### src/rtl/mips_instr_encoder.sv
// Packs decoded operation descriptors into MIPS-I words and streams them into IMEM
// at consecutive word addresses; the LI pseudo-op expands to lui/ori when needed.
module mips_instr_encoder #(
    parameter int          ADDR_W    = 10,
    parameter logic [31:0] BASE_ADDR = 32'h0040_0000
) (
    input  logic              clk,
    input  logic              rst,
    input  logic              in_valid,
    output logic              in_ready,
    input  logic [4:0]        in_op,
    input  logic [4:0]        in_rs,
    input  logic [4:0]        in_rt,
    input  logic [4:0]        in_rd,
    input  logic [4:0]        in_shamt,
    input  logic [31:0]       in_imm,
    output logic              im_we,
    output logic [31:0]       im_addr,
    output logic [31:0]       im_wdata,
    output logic [ADDR_W:0]   word_count,
    output logic              full,
    output logic              overflow
);

    localparam logic [ADDR_W:0] DEPTH   = {1'b1, {ADDR_W{1'b0}}};
    localparam logic [5:0]      OPC_ORI = 6'h0D;
    localparam logic [5:0]      OPC_LUI = 6'h0F;

    typedef enum logic {IDLE, EMIT2} state_t;

    state_t      state, state_next;
    logic [31:0] first_word, second_word, pend_word, wr_data;
    logic        two_words, wr_en, load_pend, set_ovf;
    logic [15:0] imm_hi, imm_lo;

    function automatic logic [31:0] r_word(input logic [4:0] rs, input logic [4:0] rt,
                                           input logic [4:0] rd, input logic [4:0] shamt,
                                           input logic [5:0] funct);
        return {6'b0, rs, rt, rd, shamt, funct};
    endfunction

    function automatic logic [31:0] i_word(input logic [5:0] opc, input logic [4:0] rs,
                                           input logic [4:0] rt, input logic [15:0] imm);
        return {opc, rs, rt, imm};
    endfunction

    function automatic logic [5:0] alu_funct(input logic [4:0] op);
        case (op)
            5'd0:    return 6'h20;
            5'd1:    return 6'h21;
            5'd2:    return 6'h22;
            5'd3:    return 6'h23;
            5'd4:    return 6'h24;
            5'd5:    return 6'h25;
            5'd6:    return 6'h26;
            5'd7:    return 6'h27;
            5'd8:    return 6'h2A;
            5'd9:    return 6'h2B;
            5'd10:   return 6'h00;
            5'd11:   return 6'h02;
            5'd12:   return 6'h03;
            5'd13:   return 6'h04;
            5'd14:   return 6'h06;
            5'd15:   return 6'h07;
            default: return 6'h08;
        endcase
    endfunction

    function automatic logic [5:0] imm_opcode(input logic [4:0] op);
        case (op)
            5'd17:   return 6'h08;
            5'd18:   return 6'h09;
            5'd19:   return 6'h0C;
            5'd20:   return 6'h0D;
            5'd21:   return 6'h0E;
            5'd22:   return 6'h23;
            5'd23:   return 6'h2B;
            5'd24:   return 6'h04;
            5'd25:   return 6'h05;
            5'd26:   return 6'h0A;
            default: return 6'h0B;
        endcase
    endfunction

    assign imm_hi = in_imm[31:16];
    assign imm_lo = in_imm[15:0];
    assign full   = (word_count == DEPTH);

    always_comb begin
        first_word  = '0;
        second_word = i_word(OPC_ORI, in_rt, in_rt, imm_lo);
        two_words   = 1'b0;
        case (in_op) inside
            [5'd0:5'd9], [5'd13:5'd15]:
                first_word = r_word(in_rs, in_rt, in_rd, 5'd0, alu_funct(in_op));
            [5'd10:5'd12]:
                first_word = r_word(5'd0, in_rt, in_rd, in_shamt, alu_funct(in_op));
            5'd16:
                first_word = r_word(in_rs, 5'd0, 5'd0, 5'd0, alu_funct(in_op));
            [5'd17:5'd27]:
                first_word = i_word(imm_opcode(in_op), in_rs, in_rt, imm_lo);
            5'd28:
                first_word = i_word(OPC_LUI, 5'd0, in_rt, imm_lo);
            5'd29:
                first_word = {6'h02, in_imm[25:0]};
            5'd30:
                first_word = {6'h03, in_imm[25:0]};
            default: begin
                // LI: a zero half lets a single instruction carry the constant
                if (imm_hi == 16'h0) begin
                    first_word = i_word(OPC_ORI, 5'd0, in_rt, imm_lo);
                end else begin
                    first_word = i_word(OPC_LUI, 5'd0, in_rt, imm_hi);
                    two_words  = (imm_lo != 16'h0);
                end
            end
        endcase
    end

    always_comb begin
        state_next = state;
        in_ready   = 1'b0;
        wr_en      = 1'b0;
        wr_data    = first_word;
        load_pend  = 1'b0;
        set_ovf    = 1'b0;
        case (state)
            IDLE: begin
                in_ready = !full;
                if (in_valid && !full) begin
                    wr_en = 1'b1;
                    if (two_words) begin
                        load_pend  = 1'b1;
                        state_next = EMIT2;
                    end
                end
            end
            default: begin
                state_next = IDLE;
                if (full) begin
                    set_ovf = 1'b1;
                end else begin
                    wr_en   = 1'b1;
                    wr_data = pend_word;
                end
            end
        endcase
    end

    always_ff @(posedge clk) begin
        if (rst) state <= IDLE;
        else     state <= state_next;
    end

    always_ff @(posedge clk) begin
        if (rst) begin
            im_we      <= 1'b0;
            im_addr    <= BASE_ADDR;
            im_wdata   <= '0;
            word_count <= '0;
            overflow   <= 1'b0;
            pend_word  <= '0;
        end else begin
            im_we <= wr_en;
            // wr_en is never raised while full, so the count cannot pass DEPTH
            if (wr_en) begin
                im_addr    <= BASE_ADDR + {{(29-ADDR_W){1'b0}}, word_count, 2'b00};
                im_wdata   <= wr_data;
                word_count <= word_count + (ADDR_W+1)'(1);
            end
            if (load_pend) pend_word <= second_word;
            if (set_ovf)   overflow  <= 1'b1;
        end
    end

endmodule

### config.mk
export PLATFORM = sky130hd
export DESIGN_NAME = mips_instr_encoder
export DESIGN_NICKNAME = d
export VERILOG_FILES = /design/src/rtl/mips_instr_encoder.sv
export SDC_FILE = /design/constraint.sdc
export NUM_CORES = 1
export LEC_CHECK = 0
export BUFFER_PORTS_ARGS = -buffer_cell sky130_fd_sc_hd__buf_2
export CORE_MARGIN = 2
export CORE_UTILIZATION = 40
export CTS_BUF_LIST = sky130_fd_sc_hd__clkbuf_8 sky130_fd_sc_hd__clkbuf_16
export CTS_CLUSTER_SIZE = 24
export DETAILED_ROUTE_END_ITERATION = 8
export GPL_TIMING_DRIVEN = 0
export PLACE_DENSITY = 0.74
export RECOVER_POWER = 25
export SYNTH_ARGS = -nofsm -noshare
export SYNTH_HDL_FRONTEND = slang
export SYNTH_SLANG_ARGS = --single-unit
### constraint.sdc
create_clock -name clk -period 3 [get_ports clk]
set_input_delay 0.3 -clock clk [delete_from_list [all_inputs] [get_ports clk]]
set_output_delay 0.3 -clock clk [all_outputs]
set_load 0.05 [all_outputs]
==> metrics.md, run 1 <==
| Metric | Value |
|---|---|
| Power Total | between 2 and 3 mW |
| Pins Over Slew Limit | 0 |
| Number of enable flip-flop cells after synthesis | 0 |
| Fin crit share | between 90% and 100% |
| CTS tree | built |
| Clock Power Share | 31.9% |
| Hold WC Path Type | in -> reg |
| Root buffer cell | clkbuf_8 |
| Yosys cell types | a little over 60 |
| Final hold vios | 0 |
| Peak supply drop | approximately 0.00024 V |
| Syn_area_per_cell | about 8.5 um^2 |
| First DRT Iteration DRCs | 277 |
| Global-route usage over all layers | 22.23% |
| First-pass GRT wire length | around 20,000 um |
| Initial antenna violation count | 1 |
| Run status | complete, no violations |
| Sw frac | 34.55% |
| Post-synthesis simple-gate area fraction | approximately a fifth |
| Die area | 0.01119 mm^2 |
| CP Class | in -> reg |
| R2r startpoint | word_count[0]$_SDFFE_PP0P_ |
| Crit path DAT | ~3 ns |
| Worst Reg-to-Reg Cells | 9 |
| Met1 Use GR | roughly 29% |
| Critical Path Source Type | primary input |
| Max capacitance violation total | 0 |
| Commonest non-fill, non-tap cell in the layout | buf_2 |
| Met3 Use GR | about 5.4% |
| Clk sink count | approximately 80 |
| Post-place setup slack | -0.1571 ns |
| Gr ovfl total | 0 |
| WL final | roughly 13,000 um |
| RSZ-0062 raised after global routing | false |
| Row cnt | 37 |
| Leakage Power | between 2 and 2.5 nW |
| Routability congestion estimate | 0.9082 |
| Synthesized area | 0.004145 mm^2 |
| Port Buf Inserts | roughly 110 |
| Diodes inserted | 0 |
| Achievable Freq | around 360 MHz |
| Yosys top cell area share | 37.67% |
| Grt met2 use | around a third |
| Yosys top cell by area | dfxtp_1 |
| Final Setup Violations | 0 |
| Vias in the first global route | around 4,000 |
| Floorplan core area | 0.01018 mm^2 |
| Critical Path RT | between 3 and 4 ns |
| Sequential element share of the synthesized area | 37.67% |
| Placed cells | between 700 and 800 |
| Post-synth ARST share | 0% |
| Synth area leaders | dfxtp_1, mux2i_1, nor2_1 |
| Nets | 703 |
| Hold Crit Depth | 2 |
| Yosys reg bits | between 70 and 80 |
| Busiest grt layer | met2 |
| Worst slew pin tran | about 0.86 ns |
| Non-Filler Instances | approximately 780 |
| DRT Pass-1 Iters | 5 |
| Clk_lat worst skew | between 0.3 and 0.4 ns |
| Crit path time final | between 2 and 3 ns |
| Pint | ~1.7 mW |
| Syn Inst Count | 490 |
| CTS buffer count | 9 |
| H-tree Lvls | 3 |
| Wirelength per Cell | 16.33 um |
| Comb pwr share | approximately a quarter |
| Starting Density | around 41% |
| Final routed DRC violation total | 0 |
| Commonest non-fill, non-tap cells in the layout | buf_2, dfxtp_1, nor2_1, nand2_1, clkbuf_1 |
| Switch Pwr | roughly 0.9 mW |
| Pwr Density | just over 500 mW/mm^2 |
| Reg2Reg Setup Slack | between 0.3 and 0.4 ns |
| Finished Core Util | 50.34% |
| Detailed placement HPWL | a little under 10,000 um |
| Layout cells sized above 1 | around 22% |
| Setup WS post-layout | 0.2305 ns |
| Clock Path Buffers | 2 |
| Antenna Nets Post-Route | 0 |
| XOR/XNOR Fraction of Synth Area | under 10% |
| Slew Limit Headroom | between 40 and 50% |
| Power share of the sequential group | between 40 and 50% |
| Die Span Y | roughly 110 um |
| Via density | 5.409 |
| Via Count | 4,197 |
| Multiplexer share of the synthesized area | 9.961% |
| Boundary Pins | about 140 |
| Area grow syn2layout | 23.69% |
| Worst R2R End | im_wdata[31]$_SDFFE_PP0P_ |
| Final TNS setup | 0 ns |
| CP Max Fanout | 10 |
| Adder-cell share of the synthesized area | under 10% |
| Die width | approximately 110 um |
| Main flop type after synthesis | dfxtp_1 |
| Compound-Gate Fraction of Synth Area | 19.29% |
| Reg clk slew, reported paths | approximately 0.08 ns |
| Clk_skew | about 0.0094 ns |
| Largest net degree at the start of global routing | 15 |
| Hold Path Sink | im_wdata[6]$_SDFFE_PP0P_ |
| Element type at the critical path end | register |
| CTS Hold Bufs | 0 |
| Largest family of logic cells by synthesized area | simple AND/OR/NAND/NOR gates |
| Worst hold start | in_shamt[0] |
| Yosys Warn Count | 0 |
==> state kept, by name, summed over array words and instances, names as in the netlist <==
| name | count |
|---|---|
| word_count | 11 |
| im_addr | 11 |
| state | 1 |
| overflow | 1 |
| im_wdata | 31 |
| im_we | 1 |
| pend_word | 22 |
==> repair_timing <==
action | CTS | global route
setup buffers | 0 | 0
resized for setup | 0 | 2
setup endpoints to repair | 0 | 9
==> layout make-up <==
type | instances | area [um^2]
timing repair buffer | 114 | 529.3
sequential | 78 | 1562
inverter | 11 | 41.29
multi-input combinational | 371 | 2320
clock inverter | 6 | 68.82
tap | 136 | 170.2
buffer | 50 | 299.0
clock buffer | 10 | 137.6
fill | 996 | 5057
==> worst max-delay path, stage by stage <==
cell and delay (ns):
buf_2 0.14, buf_2 0.23, inv_1 0.14, ha_1 0.19, buf_2 0.18, or4_4 0.45
a21oi_4 0.17, o21ai_4 0.15, nor4_4 0.51, buf_6 0.25, mux2i_1 0.22, nor2_1 0.06
==> cells by family (layout without fill, tap and decap cells) <==
group | after synthesis | count (layout)
AO/OA/AOI/OAI | 107 | 107
XOR/XNOR | 9 | 9
adder cells (fa/ha/maj) | 8 | 8
buffers and inverters | 61 | 191
flip-flops | 78 | 78
multiplexers | 41 | 41
other | 2 | 22
AND/OR/NAND/NOR | 184 | 184
==> cell usage after synthesis (4+ instances only) <==
master / number
clkbuf_1: 20
a22o_1: 8
xor2_1: 5
o32ai_1: 6
o21ai_0: 10
buf_4: 22
ha_1: 8
a32o_1: 4
nand2b_1: 6
nor4_1: 11
nand3_1: 7
nor2_1: 65
buf_2: 4
o21ai_1: 8
a221o_1: 16
o211ai_1: 5
mux2i_1: 39
xnor2_1: 4
a21oi_1: 25
inv_1: 7
and3_1: 5
dfxtp_1: 78
nand2_1: 63
nor3_1: 9
==> worst max-delay path by stage <==
stage	to	slack, ns	cells past startpoint	start
floorplan	im_wdata[31]$_SDFFE_PP0P_	0.15	9	word_count[0]$_SDFFE_PP0P_
global placement	pend_word[21]$_SDFFE_PP0P_	-0.07	11	in_op[1]
detailed placement	pend_word[13]$_SDFFE_PP0P_	-0.16	11	in_op[1]
CTS	pend_word[13]$_SDFFE_PP0P_	0.21	11	in_op[1]
global route	pend_word[24]$_SDFFE_PP0P_	0.05	12	in_op[1]
finish	pend_word[13]$_SDFFE_PP0P_	0.23	12	in_op[1]
==> per-layer routing <==
| metal | up-vias | wire length [um] |
|---|---|---|
| met3 | 43 | 1261 |
| met2 | 219 | 5785 |
| li1 | 2006 | - |
| met1 | 1927 | 5250 |
| met4 | 2 | 365 |
| met5 | - | 11 |
==> power by group through the flow <==
stage / clock (mW) / sequential, mW / combinational (mW)
finish: 0.827 / 1.12 / 0.644
global route: 0.878 / 1.13 / 0.685
CTS: 0.835 / 1.12 / 0.644
detailed placement: 0 / 1.14 / 0.643
global placement: 0 / 1.14 / 0.631
floorplan: 0 / 1.28 / 0.336
==> stage by stage <==
stage / hold slack (ns) / area, um^2
after global routing: 0.1663 / 5127
after detailed placement: 0.4419 / 4961
after global placement: 0.4426 / 4961
final: 0.1725 / 5127
after CTS: 0.1615 / 5167
after floorplan: 0.4318 / 4220
No activity file was read; power rests on OpenSTA's default activity.
==> inputs of run 2 (changes only) <==
--- a/config.mk
+++ b/config.mk
@@ -14,6 +14,7 @@
 export GPL_TIMING_DRIVEN = 0
 export PLACE_DENSITY = 0.74
 export RECOVER_POWER = 25
+export REMOVE_ABC_BUFFERS = 1
 export SYNTH_ARGS = -nofsm -noshare
 export SYNTH_HDL_FRONTEND = slang
 export SYNTH_SLANG_ARGS = --single-unit
==> run 2 against run 1 <==
Utilization down 1.9 points. Combinational power down 3.7%. Fmax down 1.0%. Die area unchanged. Sequential share of layout area up 1.2 points. Flip-flop and latch count unchanged. Largest power group unchanged.
==> metrics.md, run 2 (synthesized netlist as in run 1, its figures left out) <==
| Metric | Value |
|---|---|
| Wirelength per Cell | 16.81 um (+2.9%) |
| Reg clk slew, reported paths | 0.09 ns (about the same) |
| Hold WC Path Type | in -> reg |
| Top flop regs | im_wdata: 31 flops, pend_word: 22 flops |
| Vias in the first global route | 3,865 (-0.95%) |
| WL final | 12,370 um (-2.4%) |
| Launch point of the worst path | word_count[0]$_SDFFE_PP0P_ |
| Critical Path Source Type | register |
| Via Count | 3,999 (-4.7%) |
| DRT Pass-1 Iters | 5 (unchanged) |
| Detailed placement HPWL | 9198 um (-6.0%) |
| Layout cells sized above 1 | 20.50% (-1.2 points) |
| Clk_lat worst skew | 0.36 ns (about the same) |
| Via density | 5.433 (+0.46%) |
| Final Setup Violations | 0 (unchanged) |
| Comb pwr share | 24.5% (-0.3 points) |
| CP peak stage delay | 0.53 ns (+0.02 ns) |
| Leakage Power | 2.054 nW (-5.5%) |
| CP cell instances | inv_1 -> ha_1 -> nor4b_1 -> nand3_2 -> o21ai_2 -> buf_8 -> nor2_1 -> a221o_1 -> o32ai_1 |
| Final hold vios | 0 (unchanged) |
| Switch Pwr | 0.8783 mW (-2.0%) |
| Die area | 0.01119 mm^2 (unchanged) |
| CP Class | reg -> reg |
| Crit path time final | 2.798 ns (+0.02818 ns) |
| RSZ-0062 raised after global routing | false |
| Crit path DAT | 3.05 ns (+0.05 ns) |
| Clock Path Buffers | 2 (unchanged) |
| Nets | 664 (-5.5%) |
| Final routed DRC violation total | 0 (unchanged) |
| CP Max Fanout | 18 (+8) |
| H-tree Lvls | 3 (unchanged) |
| Commonest non-fill, non-tap cells in the layout | buf_2, dfxtp_1, nor2_1, nand2_1, mux2i_1 |
| First-pass GRT wire length | 19,360 um (-1.9%) |
| Routability congestion estimate | 0.8642 (-4.8%) |
| Worst slew pin tran | 1.163 ns (+0.3022 ns) |
| Element type at the critical path end | register |
| First DRT Iteration DRCs | 332 (+20%) |
| Antenna Nets Post-Route | 0 (unchanged) |
| Sw frac | 34.76% (+0.21 points) |
| CTS buffer count | 9 (unchanged) |
| Starting Density | 40.70% (unchanged) |
| Commonest non-fill, non-tap cell in the layout | buf_2 |
| CTS tree | built |
| Max capacitance violation total | 0 (unchanged) |
| Gr ovfl total | 0 (unchanged) |
| Slew Limit Headroom | 22.50% (-20 points) |
| Initial antenna violation count | 0 (-1) |
| Critical Path RT | 3.25 ns (+0.02 ns) |
| Worst hold start | in_shamt[4] |
| Pwr Density | 512.1 mW/mm^2 (+1.3%) |
| Peak supply drop | 0.0002479 V (+2.6%) |
| Floorplan core area | 0.01018 mm^2 (unchanged) |
| Die width | 105.8 um (unchanged) |
| Die Span Y | 105.8 um (unchanged) |
| Area grow syn2layout | 19.05% |
| R2r startpoint | word_count[0]$_SDFFE_PP0P_ |
| Largest reg by FF count | im_wdata |
| Diodes inserted | 0 (unchanged) |
| Run status | complete, no violations |
| Boundary Pins | 139 (unchanged) |
| Pint | 1.649 mW (-2.9%) |
| Root buffer cell | clkbuf_8 |
| Achievable Freq | 357.4 MHz (-1.0%) |
| Fin crit share | 93.26% (+0.94 points) |
| Clock Power Share | 31.0% (-0.9 points) |
| Power Total | 2.527 mW (-2.6%) |
| Port Buf Inserts | 116 (+1.8%) |
| Largest net degree at the start of global routing | 62 (+47) |
| Row cnt | 37 (unchanged) |
| Global-route usage over all layers | 21.64% (-0.59 points) |
| Clk sink count | 78 (unchanged) |
| Clk_skew | 0.01071 ns (+0.001354 ns) |
| Power share of the sequential group | 44.5% (+1.2 points) |
| Final TNS setup | 0 ns (unchanged) |
| Pins Over Slew Limit | 0 (unchanged) |
| Largest register FFs | 31 (unchanged) |
| CP max stage cell | nor4b_1 |
## run 2: cell types whose count changed in the layout (fill, tap and decap cells not counted), moves of 2 or more
cell and change:
buf_2 -2, buf_4 -17, buf_6 -2, buf_8 +3, clkbuf_1 -19, nor2_1 -2, nor2_2 +2
## run 2: layout make-up
cell class                 count  area (um^2)
clock buffer                   9        123.9
clock inverter                 6        63.81
fill                        1062         5250
inverter                      11        41.29
multi-input combinational    371         2341
sequential                    78         1562
tap                          136        170.2
timing repair buffer         125        633.1
## run 2: path summary, 6_finish.rpt
| path | depth (start not counted) | endpoint | slack (ns) |
|---|---|---|---|
| max | 9 | im_wdata[15]$_SDFFE_PP0P_ | 0.20 |
| min reg2reg | 2 | im_wdata[27]$_SDFFE_PP0P_ | 0.45 |
| min | 2 | im_wdata[10]$_SDFFE_PP0P_ | 0.17 |
| max reg2reg | 9 | im_wdata[15]$_SDFFE_PP0P_ | 0.20 |
## run 2: what timing repair did
item / in CTS / in global routing
gates cloned: 0 / 0
endpoints found under the setup margin: 4 / 32
setup buffers: 0 / 4
gates resized for setup: 1 / 1
hold buffers: 0 / 0
pin swaps: 0 / 1
## run 2: power by group through the flow
stage	logic [mW]	registers, mW	clock network (mW)
2_1_floorplan	0.285	1.28	0
3_3_place_gp	0.595	1.14	0
5_1_grt	0.660	1.13	0.838
4_1_cts	0.618	1.12	0.790
6_report	0.620	1.12	0.783
3_5_place_dp	0.616	1.15	0
## run 2: metal layers
metal | vias up | share of wire [%] | routed length [um] | track usage (%)
met3 | 8 | 7.3 | 906 | 4.515
met5 | - | 0 | 0 | 0
li1 | 1921 | - | - | -
met2 | 165 | 46 | 5726 | 35.90
met1 | 1905 | 46 | 5656 | 28.57
met4 | 0 | 0.67 | 83 | 5.827
## run 2: critical path: cells and delay by family (launching register included)
family | cells | cell delay [ns]
and+or+nand+nor | 3 | 0.96
adders and majority gates | 1 | 0.13
buffers and inverters | 2 | 0.32
DFF | 1 | 0.38
AOI/OAI and AO/OA | 3 | 0.89
## run 2: per-stage QoR
stage	worst slack, ns	util [%]	cell area [um^2]	instances	hold slack, ns
after detailed placement	-0.2862	46.67	4753	717	0.4430
after global placement	-1.314	45.88	4673	712	0.4324
final	0.2023	48.45	4935	736	0.1739
after floorplan	-0.5090	-	3923	460	0.3691
after CTS	0.04211	48.54	4943	732	0.1702
after global routing	0.01834	48.45	4935	736	0.1712
==> inputs of run 3 (changes only) <==
--- a/config.mk
+++ b/config.mk
@@ -6,6 +6,7 @@
 export NUM_CORES = 1
 export LEC_CHECK = 0
 export BUFFER_PORTS_ARGS = -buffer_cell sky130_fd_sc_hd__buf_2
+export CORE_ASPECT_RATIO = 1.75
 export CORE_MARGIN = 2
 export CORE_UTILIZATION = 40
 export CTS_BUF_LIST = sky130_fd_sc_hd__clkbuf_8 sky130_fd_sc_hd__clkbuf_16
==> run 3 against run 2 <==
Clock skew decreased by 0.0057 ns. Sequential share of layout area decreased by 1.0 points. Clock power increased by 62%. Count of clock-buffer cells in the layout increased by 1. Largest power group is now clock. Highest routed layer unchanged. Utilization increased by 1.6 points. Critical path type unchanged. Final area increased by 3.3%. Critical path depth unchanged. Fmax increased by 0.68%. Hold slack improved by 0.012 ns. Via count increased by 3.7%. Die area increased by 0.28%.
==> metrics.md, run 3 (synthesized netlist as in run 1, its figures left out) <==
| Metric | Value |
|---|---|
| Run status | complete, no violations |
| CP cell instances | inv_1 -> ha_1 -> nor4b_1 -> nand3_2 -> inv_2 -> or4_1 -> or3b_1 -> nor2_1 -> a221o_1 |
| Worst R2R End | im_wdata[28]$_SDFFE_PP0P_ |
| Worst slew pin tran | 1.167 ns (+0.004740 ns) |
| Commonest non-fill, non-tap cells in the layout | buf_2, dfxtp_1, nor2_1, nand2_1, mux2i_1 |
| DRT Pass-1 Iters | 5 (unchanged) |
| Largest reg by FF count | im_wdata |
| Achievable Freq | 359.9 MHz (+0.68%) |
| CP peak stage delay | 0.56 ns (+0.03 ns) |
| Critical Path Source Type | register |
| Grt met2 use | 37.45% (+1.6 points) |
| Antenna Nets Post-Route | 0 (unchanged) |
| Sw frac | 30.20% (-4.6 points) |
| Global-route usage over all layers | 22.49% (+0.85 points) |
| Pwr Density | 592.2 mW/mm^2 (+16%) |
| Top flop regs | im_wdata: 31 flops, pend_word: 22 flops |
| Crit path DAT | 3.01 ns (-0.04 ns) |
| Reg2Reg Setup Slack | 0.22 ns (+0.02 ns) |
| Final routed DRC violation total | 0 (unchanged) |
| Layout cells sized above 1 | 20.67% (+0.17 points) |
| Final TNS setup | 0 ns (unchanged) |
| Hold Path Sink | im_wdata[6]$_SDFFE_PP0P_ |
| Top delay family on crit path | simple AND/OR/NAND/NOR gates |
| Comb pwr share | 20.7% (-3.8 points) |
| Peak supply drop | 0.0003757 V (+52%) |
| Met1 Use GR | 24.37% (-4.2 points) |
| Pint | 2.107 mW (+28%) |
| Clock Power Share | 41.9% (+11 points) |
| Non-Filler Instances | 728 (-1.1%) |
| Slew Limit Headroom | 22.18% (-0.32 points) |
| Wirelength per Cell | 17.61 um (+4.8%) |
| Critical Path RT | 3.23 ns (-0.02 ns) |
| Die area | 0.01122 mm^2 (+0.28%) |
| CP Max Fanout | 10 (-8) |
| CP max stage cell | nor4b_1 |
| Crit path time final | 2.779 ns (-0.01895 ns) |
| Reg clk slew, reported paths | 0.06 ns (-0.03 ns) |
| Boundary Pins | 139 (unchanged) |
| Final Setup Violations | 0 (unchanged) |
| Met3 Use GR | 4.362% (-0.15 points) |
| CTS Hold Bufs | 0 (unchanged) |
| R2r startpoint | word_count[0]$_SDFFE_PP0P_ |
| Power share of the sequential group | 37.3% (-7.2 points) |
| First-pass GRT wire length | 19,530 um (+0.89%) |
| Nets | 664 (unchanged) |
| H-tree Lvls | 3 (unchanged) |
| CTS tree | built |
| Clk_skew | 0.005043 ns (-0.005669 ns) |
| Fin crit share | 92.62% (-0.63 points) |
| CTS buffer count | 9 (unchanged) |
| Placed cells | 708 (-1.3%) |
| Die Span Y | 138.7 um (+31%) |
| Commonest non-fill, non-tap cell in the layout | buf_2 |
| Final hold vios | 0 (unchanged) |
| Worst hold start | in_shamt[0] |
| Leakage Power | 2.127 nW (+3.6%) |
| Area grow syn2layout | 22.94% |
| Max capacitance violation total | 0 (unchanged) |
| Row cnt | 49 (+32%) |
| Pins Over Slew Limit | 0 (unchanged) |
| CP Class | reg -> reg |
| Worst Path Buf+Inv | 2 (unchanged) |
| Largest net degree at the start of global routing | 62 (unchanged) |
| RSZ-0062 raised after global routing | false |
| Clk_lat worst skew | 0.34 ns (-0.02 ns) |
| Hold Crit Depth | 2 (unchanged) |
| Port Buf Inserts | 116 (unchanged) |
| Routability congestion estimate | 0.9326 (+7.9%) |
| Die width | 80.95 um (-23%) |
| Floorplan core area | 0.01018 mm^2 (about the same) |
| Element type at the critical path end | register |
| Starting Density | 40.73% (about the same) |
| Via Count | 4,145 (+3.7%) |
| First DRT Iteration DRCs | 294 (-11%) |
| Clk sink count | 78 (unchanged) |
| Hold WC Path Type | in -> reg |
| WL final | 12,820 um (+3.6%) |
| Largest register FFs | 31 (unchanged) |
| Vias in the first global route | 3,858 (-0.18%) |
| Switch Pwr | 0.9113 mW (+3.8%) |
| Via density | 5.694 (+4.8%) |
| Initial antenna violation count | 1 (+1) |
| Root buffer cell | clkbuf_16 |
| Detailed placement HPWL | 9489 um (+3.2%) |
| Worst Reg-to-Reg Cells | 9 (unchanged) |
| Power Total | 3.018 mW (+19%) |
| Clock Path Buffers | 2 (unchanged) |
| Busiest grt layer | met2 |
| Gr ovfl total | 0 (unchanged) |
-- run 3: worst reg2reg max path, delay by kind of cell (launching register included) --
family / cells / cell delay, ns
buffers and inverters: 2 / 0.26
DFF: 1 / 0.36
and+or+nand+nor: 5 / 1.57
AOI/OAI and AO/OA: 1 / 0.33
adders and majority gates: 1 / 0.13
-- run 3: worst max-delay path by stage --
stage,start,endpoint,slack (ns),depth (start not counted)
floorplan,word_count[0]$_SDFFE_PP0P_,im_wdata[28]$_SDFFE_PP0P_,-0.51,6
global placement,word_count[0]$_SDFFE_PP0P_,im_wdata[28]$_SDFFE_PP0P_,-1.26,6
detailed placement,in_op[1],pend_word[8]$_SDFFE_PP0P_,-0.20,10
CTS,word_count[0]$_SDFFE_PP0P_,im_wdata[28]$_SDFFE_PP0P_,0.01,6
global route,word_count[0]$_SDFFE_PP0P_,im_wdata[28]$_SDFFE_PP0P_,0.11,9
finish,word_count[0]$_SDFFE_PP0P_,im_wdata[28]$_SDFFE_PP0P_,0.22,9
-- run 3: area by class of cell --
cell class / count / area [um^2]
Clock buffer: 10 / 239.0
Inverter: 11 / 41.29
Antenna cell: 1 / 2.502
Clock inverter: 5 / 106.4
Timing Repair Buffer: 125 / 645.6
Tap cell: 127 / 158.9
Multi-Input combinational cell: 371 / 2341
Fill cell: 1000 / 5081
Sequential cell: 78 / 1562
-- run 3: through the flow --
| step | util (%) | worst slack, ns | instance area (um^2) | hold slack (ns) |
|---|---|---|---|---|
| finish | 50.07 | 0.2213 | 5096 | 0.1860 |
| global route | 50.07 | 0.1078 | 5096 | 0.1809 |
| CTS | 50.11 | 0.01292 | 5100 | 0.1784 |
| detailed placement | 46.72 | -0.2006 | 4755 | 0.4414 |
| global placement | 45.81 | -1.256 | 4662 | 0.4381 |
| floorplan | - | -0.5090 | 3923 | 0.3691 |
-- run 3: routing by layer --
metal | vias to the layer above | wire [um] | part of all wire, %
met5 | - | 0 | 0
met4 | 0 | 838 | 6.5
met3 | 55 | 1065 | 8.3
met2 | 251 | 6477 | 51
met1 | 1913 | 4438 | 35
li1 | 1926 | - | -
-- run 3: power by group through the flow --
stage | clock [mW] | combinational, mW | sequential (mW)
floorplan | 0 | 0.285 | 1.28
global placement | 0 | 0.594 | 1.15
detailed placement | 0 | 0.618 | 1.15
CTS | 1.28 | 0.621 | 1.12
global route | 1.32 | 0.660 | 1.13
finish | 1.27 | 0.626 | 1.13
-- run 3: repair_timing --
action / in CTS / in global routing
buffers inserted: 0 / 4
gates resized for setup: 0 / 2
endpoints found under the setup margin: 0 / 34
